[config.mk]
export PLATFORM = sky130hd
export DESIGN_NAME = add_arbiter
export DESIGN_NICKNAME = d
export VERILOG_FILES = /design/src/rtl/add_arbiter.sv
export SDC_FILE = /design/constraint.sdc
export NUM_CORES = 1
export LEC_CHECK = 0
export CORE_MARGIN = 4
export CORE_UTILIZATION = 33
export CTS_CLUSTER_SIZE = 30
export DETAILED_ROUTE_END_ITERATION = 12
export PLACE_DENSITY_LB_ADDON = 0.3
export SYNTH_ARGS = -nofsm -noshare
export SYNTH_HDL_FRONTEND = slang
export SYNTH_SLANG_ARGS = --single-unit
[constraint.sdc]
create_clock -name clk -period 3.38 [get_ports clk]
set_input_delay 0.676 -clock clk [delete_from_list [all_inputs] [get_ports clk]]
set_output_delay 0.676 -clock clk [all_outputs]
set_load 0.02 [all_outputs]
[src/rtl/add_arbiter.sv]
// add_arbiter: shares one pipelined adder among NUM_REQ requesters.
// Combinational one-hot grant (round-robin by default), a LATENCY-deep tag
// pipeline that routes each adder result back to its requester, and an
// in-flight counter that drives busy.
// Build option: define ADD_ARB_FIXED_PRIO_EN for fixed priority
// (lowest index wins); ports and timing are the same in both builds.
//
// Handshake: request i is accepted on a rising edge where req_valid[i] and
// req_ready[i] are both high; req_ready never depends on req_data, and a
// response is a one-cycle resp_valid pulse with no backpressure.
module add_arbiter #(
    parameter int NUM_REQ = 4,
    parameter int WIDTH   = 16,
    parameter int LATENCY = 1
) (
    input  logic                     clk,
    input  logic                     rst,
    input  logic [NUM_REQ-1:0]       req_valid,
    input  logic [NUM_REQ*WIDTH-1:0] req_data,
    output logic [NUM_REQ-1:0]       req_ready,
    output logic                     add_in_valid,
    output logic [WIDTH-1:0]         add_in_data,
    input  logic [WIDTH-1:0]         add_result,
    output logic [NUM_REQ-1:0]       resp_valid,
    output logic [WIDTH-1:0]         resp_data,
    output logic                     busy
);

    localparam int IW = (NUM_REQ > 1) ? $clog2(NUM_REQ) : 1;
    localparam int CW = $clog2(LATENCY + 1) + 1;

    logic [IW-1:0] grant_idx;
    logic          grant_found;
    logic [IW-1:0] cand;

    logic          tag_v  [LATENCY];
    logic [IW-1:0] tag_id [LATENCY];
    logic [CW-1:0] count;
    logic          resp_fire;

`ifdef ADD_ARB_FIXED_PRIO_EN
    // Fixed priority: first valid requester from index 0 upward wins.
    always_comb begin
        grant_idx   = '0;
        grant_found = 1'b0;
        cand        = '0;
        for (int k = 0; k < NUM_REQ; k++) begin
            cand = IW'(k);
            if (!grant_found && req_valid[cand]) begin
                grant_found = 1'b1;
                grant_idx   = cand;
            end
        end
    end
`else
    logic [IW-1:0] last_grant;
    logic [IW-1:0] ptr;

    // While rst is high the search already starts from the reset pointer,
    // so requester 0 has priority during and right after reset.
    assign ptr = rst ? IW'(NUM_REQ - 1) : last_grant;

    // Round-robin: search from ptr+1 upward with wrap; first valid wins.
    always_comb begin
        grant_idx   = '0;
        grant_found = 1'b0;
        cand        = '0;
        for (int k = 1; k <= NUM_REQ; k++) begin
            cand = IW'((int'(ptr) + k) % NUM_REQ);
            if (!grant_found && req_valid[cand]) begin
                grant_found = 1'b1;
                grant_idx   = cand;
            end
        end
    end

    // Round-robin pointer: moves to the granted index on every accept.
    always_ff @(posedge clk) begin
        if (rst) begin
            last_grant <= IW'(NUM_REQ - 1);
        end else if (grant_found) begin
            last_grant <= grant_idx;
        end
    end
`endif

    assign req_ready    = grant_found ? (NUM_REQ'(1) << grant_idx) : '0;
    assign add_in_valid = grant_found;

    // Operand mux: granted requester's data, zero when nothing is granted.
    always_comb begin
        add_in_data = '0;
        for (int i = 0; i < NUM_REQ; i++) begin
            if (grant_found && (IW'(i) == grant_idx)) begin
                add_in_data = req_data[i*WIDTH +: WIDTH];
            end
        end
    end

    // Tag pipeline: shifts every cycle, accepts enter at stage 0, so the
    // last stage lines up with the adder result LATENCY edges later.
    always_ff @(posedge clk) begin
        if (rst) begin
            for (int i = 0; i < LATENCY; i++) begin
                tag_v[i]  <= 1'b0;
                tag_id[i] <= '0;
            end
        end else begin
            tag_v[0]  <= grant_found;
            tag_id[0] <= grant_idx;
            for (int i = 1; i < LATENCY; i++) begin
                tag_v[i]  <= tag_v[i-1];
                tag_id[i] <= tag_id[i-1];
            end
        end
    end

    // Gated by rst so in-flight tags never surface while reset is held.
    assign resp_fire  = tag_v[LATENCY-1] && !rst;
    assign resp_valid = resp_fire ? (NUM_REQ'(1) << tag_id[LATENCY-1]) : '0;
    assign resp_data  = add_result;

    // In-flight counter: +1 on accept, -1 on response, hold when both.
    always_ff @(posedge clk) begin
        if (rst) begin
            count <= '0;
        end else begin
            case ({grant_found, resp_fire})
                2'b10:   count <= count + CW'(1);
                2'b01:   count <= count - CW'(1);
                default: count <= count;
            endcase
        end
    end

    assign busy = !rst && (count != '0);

endmodule
# [Word-level counts from Yosys, hierarchy flattened]
# Memories as Yosys holds them, arrays and structs flattened.
# Index checks and enable logic that the tools add are counted.
[op_classes] shift=2 add_sub_neg=6 mux=31 n_reduce_logical=18 n_eq_ne=5 n_lt_le_gt_ge=4
[op_table] op="16-bit 2-to-1 mux" n=4
[op_table] op="1-bit 2-to-1 mux" n=14
[op_table] op="2-bit by 3-bit less-than comparator with 1-bit output, second input constant" n=4
[op_table] op="2-bit 2-to-1 mux" n=6
[op_table] op="1-bit logical AND" n=9
[op_table] op="1-bit binary-select mux with 2-bit select" n=4
[op_table] op="4-bit 2-to-1 mux" n=2
[op_table] op="1-bit by 2-bit << shifter with 4-bit output, first input constant" n=2
[op_table] op="2-bit by 1-bit adder with 2-bit output, second input constant" n=3
[op_table] op="2-bit adder, second input constant" n=2
[op_table] op="2-bit equality test, first input constant" n=2
[op_table] op="1-bit logical NOT" n=4
[op_table] op="2-bit one-hot mux with 2 select lines" n=1
[op_table] op="2-bit nonzero test" n=2
[op_table] op="1-bit by 2-bit equality test with 1-bit output, first input constant" n=1
[op_table] op="2-bit by 1-bit equality test with 1-bit output, second input constant" n=1
[op_table] op="2-bit equality test, second input constant" n=1
[op_table] op="2-bit logical NOT" n=1
[op_table] op="2-bit OR reduction" n=1
[op_table] op="2-bit by 1-bit subtractor with 2-bit output, second input constant" n=1
[op_table] op="1-bit OR reduction" n=1
[totals] ff_bits=4 mem_count=2 input_bits=86 wordCells=70 mem_bits_rw=3
[mem_list] name="tag_id" depth=1 width=2 read_ports=1 rd_clocked_by_memory_dff=0 wr=1 line="37" text="logic [IW-1:0] tag_id [LATENCY];"
[mem_list] name="tag_v" depth=1 width=1 read_ports=1 rd_clocked_by_memory_dff=0 wr=1 line="36" text="logic tag_v [LATENCY];"

# [Depth between registers and ports, before layout]
# Gate-level depths: netlist of run 1.
[depth] ltp_word=20 ltp_mapped=10 depth_no_buf=6

# [Least setup slack after synthesis of run 1]
# Ideal clock, no wire load.
[synth_timing] path_kind="input -> output" from="input rst" to="output req_ready[2]" path_buffers=3 path_stages=9 t_arrival_ns=2.488 required_ns=2.704 path_slack_ns=0.216 path_cell_list="buf_6 or2_1 buf_6 o32ai_2 o21ai_1 o21ai_4 buf_6 xnor2_1 nor3b_1"
[synth_between] elab_chain_len=16 elab_cells_between_ends=29 cone_classes="add/sub: 4; shift: 1; mux: 18; reduce/logical: 6"
[synth_rtl] item="start, declared" line="17" text="input logic rst,"
[synth_rtl] item="2-bit 2-to-1 mux (*)" line="61" text="assign ptr = rst ? IW'(NUM_REQ - 1) : last_grant;"
[synth_rtl] item="2-bit by 1-bit adder with 2-bit output" line="69" text="cand = IW'((int'(ptr) + k) % NUM_REQ);"
[synth_rtl] item="1-bit binary-select mux with 2-bit select" line="70" text="if (!grant_found && req_valid[cand]) begin"
[synth_rtl] item="1-bit 2-to-1 mux (implied by the code)" line="70"
[synth_rtl] item="1-bit 2-to-1 mux" line="70"
[synth_rtl] item="1-bit logical NOT" line="70"
[synth_rtl] item="1-bit logical AND" line="70"
[synth_rtl] item="1-bit 2-to-1 mux" line="70"
[synth_rtl] item="1-bit logical NOT" line="70"
[synth_rtl] item="1-bit logical AND" line="70"
[synth_rtl] item="1-bit 2-to-1 mux" line="70"
[synth_rtl] item="1-bit logical NOT" line="70"
[synth_rtl] item="1-bit logical AND" line="70"
[synth_rtl] item="2-bit 2-to-1 mux" line="70"
[synth_rtl] item="1-bit by 2-bit << shifter with 4-bit output" line="87" text="assign req_ready = grant_found ? (NUM_REQ'(1) << grant_idx) : '0;"
[synth_rtl] item="4-bit 2-to-1 mux (*)" line="87"
[synth_rtl] item="end, declared" line="20" text="output logic [NUM_REQ-1:0] req_ready,"
# Mark *: on every way between the ends. The rest lies on a longest branch, timed or not. The select of a mux whose other input is x is not followed.

# [Worst setup path after layout of run 1]
[layout_timing] from="input req_valid[0]" to="output add_in_data[6]"
[layout_between] elab_chain_len=18 elab_cells_between_ends=34 cone_classes="eq/ne: 3; mux: 20; reduce/logical: 11"
[layout_rtl] item="start, declared" line="18" text="input logic [NUM_REQ-1:0] req_valid,"
[layout_rtl] item="1-bit binary-select mux with 2-bit select" line="70"
[layout_rtl] item="1-bit 2-to-1 mux (implied by the code)" line="70"
[layout_rtl] item="1-bit 2-to-1 mux" line="70"
[layout_rtl] item="1-bit logical NOT" line="70"
[layout_rtl] item="1-bit logical AND" line="70"
[layout_rtl] item="1-bit 2-to-1 mux" line="70"
[layout_rtl] item="1-bit logical NOT" line="70"
[layout_rtl] item="1-bit logical AND" line="70"
[layout_rtl] item="1-bit 2-to-1 mux" line="70"
[layout_rtl] item="1-bit logical NOT" line="70"
[layout_rtl] item="1-bit logical AND" line="70"
[layout_rtl] item="2-bit 2-to-1 mux" line="70"
[layout_rtl] item="2-bit logical NOT" line="94" text="if (grant_found && (IW'(i) == grant_idx)) begin"
[layout_rtl] item="1-bit logical AND" line="94"
[layout_rtl] item="16-bit 2-to-1 mux (3 in a row)" line="94"
[layout_rtl] item="16-bit 2-to-1 mux (*)" line="94"
[layout_rtl] item="end, declared" line="22" text="output logic [WIDTH-1:0] add_in_data,"
# Marks and branches as above.

==> results.md, run 1 <==
- Area growth syn-to-layout: 93.9%
- Top Ports: 128
- Number of global-route vias before repair: 1841
- Final Cycle Share: 99.6%
- Total global-route track usage: 18.6%
- H-Tree Depth: 1
- CP most frequent cell: buf_12
- Finished Cell Area: 0.00294 mm^2
- Slowest stage delay, CP: 260 ps
- CP Cell Sequence: dlygate4sd2_1 -> nor2_2 -> buf_4 -> o31ai_4 -> nor3_4 -> buf_12 -> buf_12 -> mux2i_4 -> o22ai_1 -> a22o_1 -> buf_2
- Antenna cells: 0
- Top cell type's share of synthesized area: 31.7%
- CP delay by family, top: buffers and inverters
- First-pass GRT wire length: 8.32 mm
- Fraction of layout cells with a size suffix above 1: 37.0%
- Clock Path Buffers: 2
- Core ar.: 0.00441 mm^2
- Yosys warns: 0
- Startpoint Class: input pin
- Clk sinks: 7
- Worst-path clk slew: 40 ps
- Die ar.: 0.00575 mm^2
- Finished Layout Cells: 325
- Worst r2r src: last_grant[0]$_SDFFE_PP1P_
- Final Skew: 3.21 ps
- Mapped Avg Cell Area: 8.62 um^2
- Syn_nets: 263
- Max cap viols: 0
- Worst r2r path cells: 7
- Run status: completed
- R2R setup slack: 1280 ps
- DP HPWL: 3.69 mm
- Worst-Skew Late Latency: 230 ps
- Inserted Clock Buffers: 3
- Synthesized netlist cell count: 176
- Hold Path Class: flip-flop to flip-flop
- Synth Area in XOR/XNOR: 2.31%
- Die height: 75.8 um
- Main combinational cell family by area after synthesis: multiplexers
- Final TNS setup: 0 ps
- Worst path slowest cell: dlygate4sd2_1
- Maximum vdd drop: 239 uV
- Post-Synth Simple-Gate Area: 13.5%
- WS Path Type: input pin to primary output
- Unrepaired setup endpoints after global routing: yes
- # DRC: 0
- Global placer's final weighted congestion: 0.767
- Die X: 75.8 um
- I/O Buffers: 95
- CTS tree: done
- Drt pass-1 iters: 5
- Worst EP required: 2700 ps
- Top cells by area, synth: mux2i_1 32%, a22o_1 9.2%, dfxtp_1 9.2%, buf_4 7.9%, o22ai_1 6.6%
- Pin count of the biggest net entering global routing: 23
- HP Start: count[1]$_SDFFE_PP0P_
- Buf+Inv Stages, Crit Path: 5
- FF-to-FF End: tag_id[0][0]$_SDFF_PP0_
- Max FO, Critical Path: 7
- CTS root buf: clkbuf_8
- Area of the mapped netlist: 0.00152 mm^2
- Slew of the pin with the lowest slew margin: 438 ps
- Hold Vio Cnt, Final: 0
- WHS: 492 ps
- Site row count: 24
- Mux cell area share after synthesis: 33.9%
- Unique cell type count in the Yosys netlist: 40
- Hold path depth: 2
- Dpl cell area: 0.00249 mm^2
- Final setup fails: 0
- Leakage: 1.15 nW
- CP endpoint kind: primary output
- Initial Utilization: 34.4%
- Vias per inst: 5.43
- Post-Synth Adder-Cell Area: 0.824%
- Total congestion overflow: 0
- Sequential area share after synthesis: 9.23%
- Crit path arrival time: 2690 ps
- Vias: 1765
- Complex-gate fraction of the synthesized area: 23.6%
- WL per Instance: 16.8 um
- Max Clk Rate: 297 MHz
- NumNets Final: 361
- Final core utilization: 66.7%
- Slew Viols, Final: 0
- Synth area leader: mux2i_1
- Pwr dens: 482 mW/mm^2
- Placed cell count: 313
- WHS Endpoint: count[1]$_SDFFE_PP0P_
- Antenna-violating nets left: 0
- 1st-iter DRT viols: 72
- Routed wire length: 5.47 mm
- Fin crit period: 3370 ps
- Initial antenna violation count: 0
- Yosys reg bits: 7
- Relative slew slack: 70.8%
## final cells by class
cell class,instances,area [um^2]
multi-input combinational,136,1480
fill,347,1470
timing repair buffer,125,1210
sequential,7,140
tap,52,65.1
clock buffer,4,45.0
inverter,1,3.75
## flip-flops by register name (all words and copies together) (netlist names)
signal,cells
count,2
last_grant,2
tag_id,2
tag_v,1
## logic make-up after synthesis
logic type	after synthesis
DFF	7
adders and majority gates	1
AOI/OAI and AO/OA	47
muxes	51
buffers and inverters	33
xor gates and xnor gates	4
and+or+nand+nor	33
## how the worst max path moves through the flow
stage               cells past startpoint              to  slack (ps)         start
floorplan                               9    req_ready[2]         220           rst
global placement                        9  add_in_data[4]        -510           rst
detailed placement                      9  add_in_data[9]        -530           rst
CTS                                    10  add_in_data[5]          10  req_valid[1]
global route                           11  add_in_data[6]         -80  req_valid[0]
finish                                 11  add_in_data[6]          10  req_valid[0]
## synthesized netlist by cell type (all sizes together)
master   n
a211o    1
a21oi    4
a22o    16
and3     1
and3b    1
buf     28
clkbuf   4
dfxtp    7
ha       1
inv      1
mux2     3
mux2i   48
nand2    3
nand2b   2
nor2    11
nor2b    2
nor3     2
nor3b    2
nor4     2
nor4b    1
o211ai   1
o21ai    5
o22a     1
o22ai   16
o31ai    2
o32ai    1
or2      2
or3      1
or3b     3
xnor2    2
xor2     2
## placed cells by master, fill, tap and decap left out, drive strengths merged, types with 2 or more instances in the layout
master / count
a21oi: 4
a22o: 16
buf: 45
clkbuf: 6
clkdlybuf4s15: 3
clkdlybuf4s50: 70
dfxtp: 7
dlygate4sd2: 5
mux2: 3
mux2i: 48
nand2: 3
nand2b: 2
nor2: 11
nor2b: 2
nor3: 2
nor3b: 2
nor4: 2
o21ai: 5
o22ai: 16
o31ai: 2
or2: 2
or3b: 3
xnor2: 2
xor2: 2
## stage by stage
| stage | power [W] | setup WS (ps) |
|---|---|---|
| floorplan | 0.000786 | 216 |
| global placement | 0.00116 | -511 |
| detailed placement | 0.00117 | -528 |
| CTS | 0.00133 | 12.4 |
| global route | 0.00151 | -77.7 |
| finish | 0.00142 | 14.1 |
## tightest hold or removal path, stage by stage (launching register included)
cell and delay [ps]:
dfxtp_1 310, o21ai_0 70, a21oi_1 60
## where the power goes
part / switching, W / total, W / internal [W]
combinational: 0.000567 / 0.00117 / 0.000602
clock: 0.0000393 / 0.000121 / 0.0000818
sequential: 0.0000283 / 0.000127 / 0.0000986
total: 0.000635 / 0.00142 / 0.000782
## repair_timing
item,CTS,global route
cloned,2,0
buffers inserted,6,1
hold buffers,0,0
gates resized for setup,115,40
pin swaps,4,5
setup endpoints to repair,20,18
## routing by layer
metal	routed length (um)	up-vias	GRT usage [%]
li1	-	850	-
met1	1990	816	20.0
met2	2800	89	33.9
met3	580	10	6.20
met4	99	0	5.83
met5	0	-	0
(Power assumes the default switching activity.)
==> run 2: changes to the inputs <==
--- a/config.mk
+++ b/config.mk
@@ -5,8 +5,9 @@
 export SDC_FILE = /design/constraint.sdc
 export NUM_CORES = 1
 export LEC_CHECK = 0
+export CORE_ASPECT_RATIO = 0.75
 export CORE_MARGIN = 4
-export CORE_UTILIZATION = 33
+export CORE_UTILIZATION = 35
 export CTS_CLUSTER_SIZE = 30
 export DETAILED_ROUTE_END_ITERATION = 12
 export PLACE_DENSITY_LB_ADDON = 0.3
==> constraint.sdc (replaced) <==
create_clock -name clk -period 4.2 [get_ports clk]
set_input_delay 0.84 -clock clk [delete_from_list [all_inputs] [get_ports clk]]
set_output_delay 0.84 -clock clk [all_outputs]
set_load 0.02 [all_outputs]
==> results.md, run 2 (synthesis results as in run 1) <==
- Hold Vio Cnt, Final: 0 (unchanged)
- Die X: 84.0 um (was 75.8 um)
- 1st-iter DRT viols: 66 (was 72)
- HP Start: count[1]$_SDFFE_PP0P_ (unchanged)
- Startpoint Class: input pin (unchanged)
- Pin count of the biggest net entering global routing: 24 (was 23)
- Pwr dens: 386 mW/mm^2 (was 482 mW/mm^2)
- Routed wire length: 5.02 mm (was 5.47 mm)
- Slowest stage delay, CP: 530 ps (was 260 ps)
- H-Tree Depth: 1 (unchanged)
- Crit path arrival time: 3270 ps (was 2690 ps)
- Total congestion overflow: 0 (unchanged)
- Slew Viols, Final: 0 (unchanged)
- Initial Utilization: 37.0% (was 34.4%)
- Max FO, Critical Path: 10 (was 7)
- Total global-route track usage: 17.8% (was 18.6%)
- Worst setup margin: 89.3 ps (was 14.1 ps)
- Placed cell count: 315 (was 313)
- CP endpoint kind: primary output (unchanged)
- I/O Buffers: 95 (unchanged)
- Worst-path clk slew: 40 ps (about the same)
- Fin crit period: 4110 ps
- Relative slew slack: 71.6% (was 70.8%)
- Inserted Clock Buffers: 3 (unchanged)
- DP HPWL: 3.87 mm (was 3.69 mm)
- WL per Instance: 15.6 um (was 16.8 um)
- Final setup fails: 0 (unchanged)
- Worst EP required: 3360 ps (was 2700 ps)
- Slew of the pin with the lowest slew margin: 425 ps (was 438 ps)
- CTS root buf: clkbuf_8 (unchanged)
- Clk sinks: 7 (unchanged)
- Top Registers: count (2), last_grant (2), tag_id (2) (unchanged)
- Global placer's final weighted congestion: 0.946 (was 0.767)
- Fraction of layout cells with a size suffix above 1: 15.4% (was 37.0%)
- Vias: 1702 (was 1765)
- Final Skew: 1.95 ps (was 3.21 ps)
- Area growth syn-to-layout: 70.3% (was 93.9%)
- Clock Path Buffers: 2 (unchanged)
- Worst-Skew Late Latency: 230 ps (about the same)
- Commonest non-fill, non-tap cell in the layout: clkdlybuf4s50_1 (unchanged)
- Antenna cells: 0 (unchanged)
- WS Path Type: input pin to primary output (unchanged)
- Maximum vdd drop: 192 uV (was 239 uV)
- Max Clk Rate: 243 MHz
- Worst r2r src: last_grant[1]$_SDFFE_PP1P_ (was last_grant[0]$_SDFFE_PP1P_)
- Unrepaired setup endpoints after global routing: yes (unchanged)
- CTS tree: done (unchanged)
- First-pass GRT wire length: 8.03 mm (was 8.32 mm)
- # DRC: 0 (unchanged)
- CP Cell Sequence: clkdlybuf4s50_1 -> or2_1 -> nor4b_4 -> nor3_4 -> buf_4 -> buf_4 -> mux2i_1 -> o22ai_1 -> a22o_1 -> dlygate4sd2_1 (was dlygate4sd2_1 -> nor2_2 -> buf_4 -> o31ai_4 -> nor3_4 -> buf_12 -> buf_12 -> mux2i_4 -> o22ai_1 -> a22o_1 -> buf_2)
- CP most frequent cell: buf_4 (was buf_12)
- Number of global-route vias before repair: 1685 (was 1841)
- Max cap viols: 0 (unchanged)
- Hold Path Class: flip-flop to flip-flop (unchanged)
- Run status: completed (unchanged)
- Die ar.: 0.00546 mm^2 (was 0.00575 mm^2)
- WHS: 496 ps (was 492 ps)
- Pre-CTS setup slack: -103 ps (was -528 ps)
- Fill cells: 383 (was 347)
- Leakage: 1.11 nW (was 1.15 nW)
- Drt pass-1 iters: 4 (was 5)
- Finished Layout Cells: 322 (was 325)
- Vias per inst: 5.29 (was 5.43)
- Site row count: 20 (was 24)
- Die height: 65.0 um (was 75.8 um)
- Most frequent cells in the layout: 77 x clkdlybuf4s50_1, 46 x mux2i_1, 21 x buf_4, 16 x o22ai_1, 16 x a22o_1 (was 70 x clkdlybuf4s50_1, 24 x buf_4, 18 x mux2i_4, 17 x mux2i_1, 16 x a22o_1)
- Top Ports: 128 (unchanged)
- Core ar.: 0.00410 mm^2 (was 0.00441 mm^2)
- Final Power: 0.000997 W (was 0.00142 W)
- Crit path launch: rst (was req_valid[0])
- Final Cycle Share: 97.9%
- Worst path slowest cell: clkdlybuf4s50_1 (was dlygate4sd2_1)
- Antenna-violating nets left: 0 (unchanged)
- Initial antenna violation count: 0 (unchanged)
- NumNets Final: 355 (was 361)
run 2: cell count changes in the layout (fill, tap and decap cells not counted), moves of 7 or more:
cell / delta
dlygate4sd2_1: +10
mux2i_2: -11
mux2i_1: +29
clkdlybuf4s50_1: +7
mux2i_4: -18
buf_2: -12
run 2: routing by layer:
metal / part of all wire [%] / vias to the layer above / global-route usage [%] / wire length, um
li1: - / 842 / - / -
met1: 43 / 771 / 21.2 / 2170
met2: 45 / 77 / 30.7 / 2250
met5: 0 / - / 0 / 0
met4: 1.7 / 0 / 6.02 / 85
met3: 10 / 12 / 5.08 / 512
run 2: metrics by stage:
step | area, um^2 | util [%] | TNS [ps]
floorplan | 1520 | - | 0
global placement | 2480 | 60.3 | -733
detailed placement | 2480 | 60.3 | -1180
CTS | 2520 | 61.5 | -55.5
global route | 2580 | 63.0 | -32.0
finish | 2580 | 63.0 | 0
run 2: final cells by class:
cell class              instances  area [um^2]  area share, %
clock buffers                   4         45.0           1.74
multi-input cells             136         1160           45.1
well taps                      55         68.8           2.66
repair buffers                119         1160           45.0
flip-flops and latches          7          140           5.42
inverters                       1         3.75          0.145
run 2: final timing paths:
kind	end	depth (start not counted)	slack (ps)
worst max-delay path	add_in_data[4]	10	90
worst min-delay path	count[1]$_SDFFE_PP0P_	2	500
worst max register to register	tag_id[0][0]$_SDFF_PP0_	7	2090
worst min register to register	count[1]$_SDFFE_PP0P_	2	500
run 2: repair_timing:
item / CTS / global route
pin swaps: 0 / 2
hold buffers: 0 / 0
endpoints found under the setup margin: 17 / 6
gates cloned: 0 / 1
resized for setup: 19 / 6
buffers inserted: 0 / 2
run 2: report_power, final:
part	internal (W)	total (W)	switching, W
sequential	0.0000794	0.000103	0.0000234
clock	0.0000656	0.0000938	0.0000283
combinational	0.000406	0.000801	0.000395
total	0.000551	0.000997	0.000447
run 2: worst max-delay path: cells and delay by family:
family                 cells  cell delay (ps)
AO/OA/AOI/OAI              2              340
AND/OR/NAND/NOR            3              580
buffers and inverters      4             1230
multiplexers               1              270
==> run 3: changes to the inputs <==
--- a/config.mk
+++ b/config.mk
@@ -10,7 +10,7 @@
 export CORE_UTILIZATION = 35
 export CTS_CLUSTER_SIZE = 30
 export DETAILED_ROUTE_END_ITERATION = 12
-export PLACE_DENSITY_LB_ADDON = 0.3
+export PLACE_DENSITY = 0.9
 export SYNTH_ARGS = -nofsm -noshare
 export SYNTH_HDL_FRONTEND = slang
 export SYNTH_SLANG_ARGS = --single-unit
==> results.md, run 3 (synthesis results as in run 1) <==
- Clk sinks: 7 (unchanged)
- Most frequent cells in the layout: 78 x clkdlybuf4s50_1, 48 x mux2i_1, 21 x buf_4, 16 x o22ai_1, 16 x a22o_1 (was 77 x clkdlybuf4s50_1, 46 x mux2i_1, 21 x buf_4, 16 x o22ai_1, 16 x a22o_1)
- Pwr dens: 389 mW/mm^2 (was 386 mW/mm^2)
- Antenna-violating nets left: 0 (unchanged)
- Fin crit period: 4180 ps (was 4110 ps)
- WS Path Type: input pin to primary output (unchanged)
- Slew Viols, Final: 0 (unchanged)
- Total global-route track usage: 17.3% (was 17.8%)
- HP Start: count[1]$_SDFFE_PP0P_ (unchanged)
- Global placer's final weighted congestion: 0.800 (was 0.946)
- Max cap viols: 0 (unchanged)
- CTS root buf: clkbuf_8 (unchanged)
- Routed wire length: 5.04 mm (was 5.02 mm)
- Worst path slowest cell: clkdlybuf4s50_1 (unchanged)
- Final Skew: 2.40 ps (was 1.95 ps)
- Hold Path Class: flip-flop to flip-flop (unchanged)
- 1st-iter DRT viols: 62 (was 66)
- Unrepaired setup endpoints after global routing: yes (unchanged)
- Worst r2r path cells: 7 (unchanged)
- Final setup fails: 0 (unchanged)
- Buf+Inv Stages, Crit Path: 2 (was 4)
- Slew of the pin with the lowest slew margin: 511 ps (was 425 ps)
- Fraction of layout cells with a size suffix above 1: 14.6% (was 15.4%)
- Inserted Clock Buffers: 3 (unchanged)
- Maximum vdd drop: 170 uV (was 192 uV)
- Worst-Skew Late Latency: 230 ps (about the same)
- Worst EP required: 3360 ps (about the same)
- WHS Endpoint: count[1]$_SDFFE_PP0P_ (unchanged)
- Fill cells: 383 (unchanged)
- Initial Utilization: 37.0% (unchanged)
- Run status: completed (unchanged)
- Hold Vio Cnt, Final: 0 (unchanged)
- CP endpoint kind: primary output (unchanged)
- WL per Instance: 15.6 um (about the same)
- Post-CTS Hold Fix Bufs: 0 (unchanged)
- Max Clk Rate: 239 MHz (was 243 MHz)
- Clock Path Buffers: 2 (unchanged)
- Top Registers: count (2), last_grant (2), tag_id (2) (unchanged)
- CP most frequent cell: clkdlybuf4s50_1 (was buf_4)
- # DRC: 0 (unchanged)
- WHS: 495 ps (was 496 ps)
- Leakage: 1.12 nW (was 1.11 nW)
- Max FO, Critical Path: 4 (was 10)
- Initial antenna violation count: 0 (unchanged)
- Vias: 1709 (was 1702)
- CP delay by family, top: buffers and inverters (unchanged)
- Final Cycle Share: 99.4% (was 97.9%)
- Worst r2r src: last_grant[0]$_SDFFE_PP1P_ (was last_grant[1]$_SDFFE_PP1P_)
- FF-to-FF End: tag_id[0][0]$_SDFF_PP0_ (unchanged)
- Met2 global-route usage: 31.9% (was 30.7%)
- Grt met3 use: 5.72% (was 5.08%)
- First-pass GRT wire length: 7.86 mm (was 8.03 mm)
- Hold path depth: 2 (unchanged)
- M1 GR Usage: 18.3% (was 21.2%)
- Number of global-route vias before repair: 1740 (was 1685)
- Crit path arrival time: 3340 ps (was 3270 ps)
- Top Ports: 128 (unchanged)
- R2R setup slack: 2160 ps (was 2090 ps)
- Antenna cells: 0 (unchanged)
- GR peak layer: met2 (unchanged)
- Area growth syn-to-layout: 70.6% (was 70.3%)
- Pin count of the biggest net entering global routing: 29 (was 24)
- Die X: 84.0 um (unchanged)
- Site row count: 20 (unchanged)
- Worst-path clk slew: 40 ps (about the same)
- Startpoint Class: input pin (unchanged)
- Slowest stage delay, CP: 600 ps (was 530 ps)
- Core ar.: 0.00410 mm^2 (unchanged)
- Drt pass-1 iters: 4 (unchanged)
- Die ar.: 0.00546 mm^2 (unchanged)
- Final Power: 0.00101 W (was 0.000997 W)
- CTS tree: done (unchanged)
- Commonest non-fill, non-tap cell in the layout: clkdlybuf4s50_1 (unchanged)
- I/O Buffers: 95 (unchanged)
- H-Tree Depth: 1 (unchanged)
- CP Cell Sequence: clkdlybuf4s50_1 -> or2_1 -> o32ai_2 -> o21ai_1 -> o22a_1 -> mux2_2 -> nor2b_1 -> clkdlybuf4s50_1 (was clkdlybuf4s50_1 -> or2_1 -> nor4b_4 -> nor3_4 -> buf_4 -> buf_4 -> mux2i_1 -> o22ai_1 -> a22o_1 -> dlygate4sd2_1)
- Die height: 65.0 um (unchanged)
- DP HPWL: 4.01 mm (was 3.87 mm)
- Relative slew slack: 65.7% (was 71.6%)
- Total congestion overflow: 0 (unchanged)
- NumNets Final: 356 (was 355)
- Vias per inst: 5.29 (about the same)
==> run 3: changes by cell type in the layout (fill, tap and decap cells not counted) <==
| cell | change |
|---|---|
| dlymetal6s2s_1 | +1 |
| dlygate4sd2_1 | -2 |
| mux2i_2 | -2 |
| o31ai_4 | -1 |
| buf_12 | +1 |
| o31ai_1 | +1 |
| clkdlybuf4s50_1 | +1 |
| mux2i_1 | +2 |
==> run 3: cell type report <==
type / instances / area, um^2 / area share, %
well taps: 55 / 68.8 / 2.66
flip-flops and latches: 7 / 140 / 5.41
repair buffers: 120 / 1190 / 45.9
multi-input cells: 136 / 1140 / 44.2
clock buffers: 4 / 45.0 / 1.74
inverters: 1 / 3.75 / 0.145
==> run 3: tightest hold or removal path, delay by kind of cell (launching register included) <==
kind | cells | cell delay (ps)
DFF | 1 | 310
AOI/OAI and AO/OA | 2 | 130
==> run 3: worst max-delay path by stage <==
stage          startpoint         endpoint  cells after the start
4_1_cts               rst   add_in_data[1]                      9
3_3_place_gp          rst   add_in_data[2]                      9
6_report              rst     req_ready[3]                      8
5_1_grt               rst     req_ready[3]                     10
2_1_floorplan         rst     req_ready[2]                      9
3_5_place_dp          rst  add_in_data[11]                      9
==> run 3: metrics by stage <==
stage	instances	TNS [ps]	utilization [%]	area, um^2	setup WS, ps
finish	323	0	63.1	2590	23.4
global route	323	-684	63.1	2590	-97.1
CTS	320	-180	61.7	2530	-69.3
detailed placement	316	-1500	60.8	2500	-123
global placement	316	-23.2	60.8	2500	-14.2
floorplan	176	0	-	1520	708
==> run 3: what timing repair did <==
action,in CTS,in global routing
endpoints found under the hold margin,0,0
endpoints found under the setup margin,16,14
cloned,0,1
setup buffers,0,2
gates resized for setup,14,6
pin swaps,0,1
==> run 3: power by group <==
group / internal [W] / switching [W]
clock: 0.0000656 / 0.0000281
combinational: 0.000415 / 0.000396
sequential: 0.0000794 / 0.0000225
total: 0.000560 / 0.000447
==> run 3: per-layer routing <==
layer	share of wire, %	up-vias	wire, um
met1	40	793	2010
li1	-	838	-
met5	0	-	0
met4	1.3	0	65
met2	51	68	2560
met3	8.0	10	403
